### src/rtl/idx_dispatch.sv
// idx_dispatch: 2-entry FIFO that routes each payload to one of M consumers by binary index
// Out-of-range indices are accepted, dropped, and counted in a saturating err_cnt.
module idx_dispatch #(
  parameter int N = 2,
  parameter int M = 4,
  parameter int K = 8
) (
  input  logic         clk,
  input  logic         rst_n,
  input  logic         in_valid,
  output logic         in_ready,
  input  logic [N-1:0] in_idx,
  input  logic [K-1:0] in_data,
  output logic [M-1:0] out_valid,
  input  logic [M-1:0] out_ready,
  output logic [K-1:0] out_data,
  output logic         err,
  output logic [7:0]   err_cnt
);
  localparam logic [1:0] EMPTY = 2'd0;
  localparam logic [1:0] FULL = 2'd2;
  localparam logic [N:0] MLIM = M[N:0];
  logic [1:0] count;
  logic wptr, rptr;
  logic [N-1:0] idx_q [2];
  logic [K-1:0] data_q [2];
  logic acc, bad, push, pop;
  assign in_ready = rst_n & (count != FULL);
  assign acc = in_valid & in_ready;
  // bad is constant 0 when M == 2^N, so the drop path vanishes
  assign bad = {1'b0, in_idx} >= MLIM;
  assign push = acc & ~bad;
  assign pop = |(out_valid & out_ready);
  assign out_data = data_q[rptr];
  always_comb begin
    out_valid = '0;
    for (int i = 0; i < M; i++)
      out_valid[i] = (count != EMPTY) && (idx_q[rptr] == i[N-1:0]);
  end
  always_ff @(posedge clk) begin
    if (!rst_n) begin
      count <= EMPTY;
      wptr <= 1'b0;
      rptr <= 1'b0;
      err <= 1'b0;
      err_cnt <= 8'd0;
      idx_q <= '{default: '0};
      data_q <= '{default: '0};
    end else begin
      if (push) begin
        idx_q[wptr] <= in_idx;
        data_q[wptr] <= in_data;
        wptr <= ~wptr;
      end
      if (pop) rptr <= ~rptr;
      count <= count + {1'b0, push} - {1'b0, pop};
      err <= acc & bad;
      if (acc & bad & (err_cnt != 8'hff)) err_cnt <= err_cnt + 8'd1;
    end
  end
endmodule

### config.mk
export PLATFORM = sky130hd
export DESIGN_NAME = idx_dispatch
export DESIGN_NICKNAME = d
export VERILOG_FILES = /design/src/rtl/idx_dispatch.sv
export SDC_FILE = /design/constraint.sdc
export NUM_CORES = 1
export LEC_CHECK = 0
export BUFFER_PORTS_ARGS = -buffer_cell sky130_fd_sc_hd__buf_2
export CORE_MARGIN = 10
export CORE_UTILIZATION = 40
export CTS_CLUSTER_DIAMETER = 60
export DETAILED_ROUTE_END_ITERATION = 12
export GPL_ROUTABILITY_DRIVEN = 0
export PLACE_DENSITY = 0.65
export REMOVE_ABC_BUFFERS = 1
export SLEW_MARGIN = 20
export SYNTH_ARGS = -nofsm -noshare
export SYNTH_HDL_FRONTEND = slang
export SYNTH_SLANG_ARGS = --single-unit
### constraint.sdc
create_clock -name clk -period 2.5 [get_ports clk]
set_input_delay 0.5 -clock clk [delete_from_list [all_inputs] [get_ports clk]]
set_output_delay 0.5 -clock clk [all_outputs]
set_load 0.005 [all_outputs]
==> results.py <==
metrics = {
    "routing": {
        "route.detailed.drc": 0,
        "avgRoutedWirePerCell_um": 13.7,
        "drt_pass1_iterations": 4,
        "ant_nets": 0,
        "drtIter0Drc": 24,
        "finalWirelength_mm": 2.44,
        "routed_via_density": 4.69,
        "vias": 834,
    },
    "final_layout": {
        "fin_area_um2": 1380,
        "diodes": 0,
        "drive_gt1_share_pct": 32.4,
        "num-nets-final": 165,
        "areaGrowthSynthToFinish_pct": 13.2,
    },
    "yosys": {
        "syn_inst": 117,
        "yosys-top-cells-count": "dfxtp_1 (24), mux2i_1 (24), nor2b_1 (20)",
        "synthArstFlopShare_pct": 0,
        "synth_edf_count": 0,
        "ys_warn_count": 0,
        "seq_area_frac_synth_pct": 39.3,
        "yosysTopAreaCell": "dfxtp_1",
        "synthTopCellsByArea": "dfxtp_1 (39%), mux2i_1 (20%), nor2b_1 (10%), buf_4 (7.4%), mux2_2 (7.4%)",
        "syn_area_per_cell_um2": 10.4,
        "ys_seq_elements": 24,
        "synth_flop_cell": "dfxtp_1",
        "synth_top_area_share_pct": 39.3,
        "syn_area_um2": 1220,
        "yosysUniqueCellTypes": 24,
    },
    "sta": {
        "fin_hold_ws_ns": 0.442,
        "report.final.hold_viol_count": 0,
        "slew_headroom_pct": 49.5,
        "fin_crit_ns": 2.21,
        "slew_viol_final": 0,
        "rsz0062_at_grt": "false",
        "worstMarginPinSlew_ns": 0.755,
        "skew_ns": 0.00819,
        "setup_viol": 0,
        "fmax_ghz": 0.452,
        "post-route-period-util_pct": 88.6,
        "finalSetupTns_ns": 0,
    },
    "placed_design": {
        "numPortBuffers": 29,
        "place_area_um2": 1350,
        "dp_hpwl_mm": 1.89,
    },
    "outcome": {
        "run_status": "finished, final reports clean",
    },
    "die": {
        "die_h_um": 75.3,
        "die_area_um2": 5670,
        "core_area_um2": 2980,
        "rows": 20,
        "pin_count": 39,
        "die_w_um": 75.3,
        "initial_utilization_pct": 41.1,
    },
    "global_route": {
        "met3_usage_pct": 3.82,
        "use_met1_pct": 9.09,
        "antenna_found_initial": 0,
        "grt_pass1_wl_mm": 3.80,
        "grt_max_degree": 30,
        "top_usage_layer": "met2",
        "grt_use_met2_pct": 14.7,
        "grt_util_all_layers_pct": 8.60,
        "overflow": 0,
        "grt_pass1_vias": 840,
    },
    "critical_path": {
        "crit_chain": "mux2i_2 -> mux2i_1 -> o22ai_2 -> ha_1 -> inv_1 -> ha_1 -> xnor2_1 -> xnor2_1 -> and2_1",
        "cp_max_fo": 5,
        "max_stage_delay_ns": 0.45,
        "required_ns": 2.73,
        "worstSetupStartpoint": "rptr",
        "arrival_ns": 2.44,
        "critPathKind": "reg -> reg",
        "cp_slowest_cell": "dfxtp_1",
        "crit_path_end_kind": "flop",
        "r2r-start": "rptr",
        "cp-start-kind": "flop",
    },
    "pwr": {
        "p_per_area_nw_per_um2": 701,
        "seqPwrFrac_pct": 47.5,
        "switchingPower_mw": 0.292,
        "peakVddDrop_mv": 0.316,
        "cellLeakagePower_nw": 0.742,
        "swShare_pct": 30.2,
        "clkPwrFrac_pct": 20.9,
        "combPwrFrac_pct": 31.7,
        "p_int_mw": 0.677,
    },
    "clocking": {
        "clockBufferDepth": 2,
        "cts_made_buffers": 3,
        "numClockSinks": 24,
        "insertion_delay_ns": 0.31,
        "cts_hold_buf": 0,
        "htree_levels": 1,
        "cts-resized-gates": 0,
        "cts_tree": "built",
        "postCtsSetupBuffers": 0,
        "cts-root-buf": "clkbuf_4",
        "clkSlewWorstSetupHoldPaths_ns": 0.13,
    },
    "hold_path": {
        "min_from": "in_data[1]",
        "min_path_type": "in -> reg",
    },
    "run": {
        "cap_violations": 0,
    },
}
==> final timing paths <==
check | end | slack (ns) | depth (start not counted)
max | count[1] | 0.29 | 9
min | data_q[1] | 0.44 | 3
max reg2reg | count[1] | 0.29 | 9
min reg2reg | wptr | 0.48 | 2
==> final cells by class <==
cell class	instances	area (um^2)
Timing Repair Buffer	31	160
Tap cell	33	41.3
Multi-Input combinational cell	84	658
Clock buffer	4	36.3
Inverter	2	7.51
Sequential cell	24	480
Fill cell	309	1590
==> state kept, by name, summed over array words and instances, names as in the netlist <==
| signal | flops |
|---|---|
| count | 2 |
| rptr | 1 |
| idx_q | 4 |
| data_q | 16 |
| wptr | 1 |
==> worst max-delay path, delay by kind of cell, from the launching register on <==
family	cells	cell delay, ns
xor+xnor	2	0.25
buf+inv	1	0.04
flops	1	0.45
simple gates	1	0.15
mux	2	0.65
compound gates	1	0.12
fa+ha+maj	2	0.46
==> cell families after synthesis <==
kind of cell / synth area share (%)
and+or+nand+nor: 16.5
muxes: 28.1
DFF: 39.3
buffers and inverters: 9.32
AOI/OAI and AO/OA: 2.97
adders and majority gates: 2.05
xor gates and xnor gates: 1.43
other: 0.307
==> metal layers <==
layer / share of wire, % / vias to the layer above
met5: 0 / -
li1: - / 429
met3: 8.2 / 0
met2: 48 / 23
met4: 0 / 0
met1: 44 / 382
==> cells in the final DEF (no fill, tap or decap), types with 3 or more instances in the layout <==
master and count:
buf_2 29, mux2i_1 24, dfxtp_1 24, nor2b_1 20
conb_1 9, mux2_2 8, nor2_1 4, and2_1 3
clkbuf_4 3
==> power by group through the flow <==
stage          combinational [mW]  clock [mW]  sequential [mW]
6_report                    0.307       0.202            0.460
2_1_floorplan               0.206           0            0.471
3_3_place_gp                0.305           0            0.467
4_1_cts                     0.315       0.211            0.462
5_1_grt                     0.351       0.231            0.467
3_5_place_dp                0.313           0            0.471
==> metrics by stage <==
| stage | util, % | setup WS [ns] | std cells | total power [mW] |
|---|---|---|---|---|
| after floorplan | - | 0.245 | 110 | 0.677 |
| after global routing | 46.5 | 0.0719 | 178 | 1.05 |
| final | 46.5 | 0.285 | 178 | 0.970 |
| after detailed placement | 45.3 | 0.286 | 174 | 0.784 |
| after global placement | 45.3 | 0.376 | 174 | 0.773 |
| after CTS | 46.5 | 0.262 | 178 | 0.988 |
Note: power is estimated with default switching activity, not from simulation.
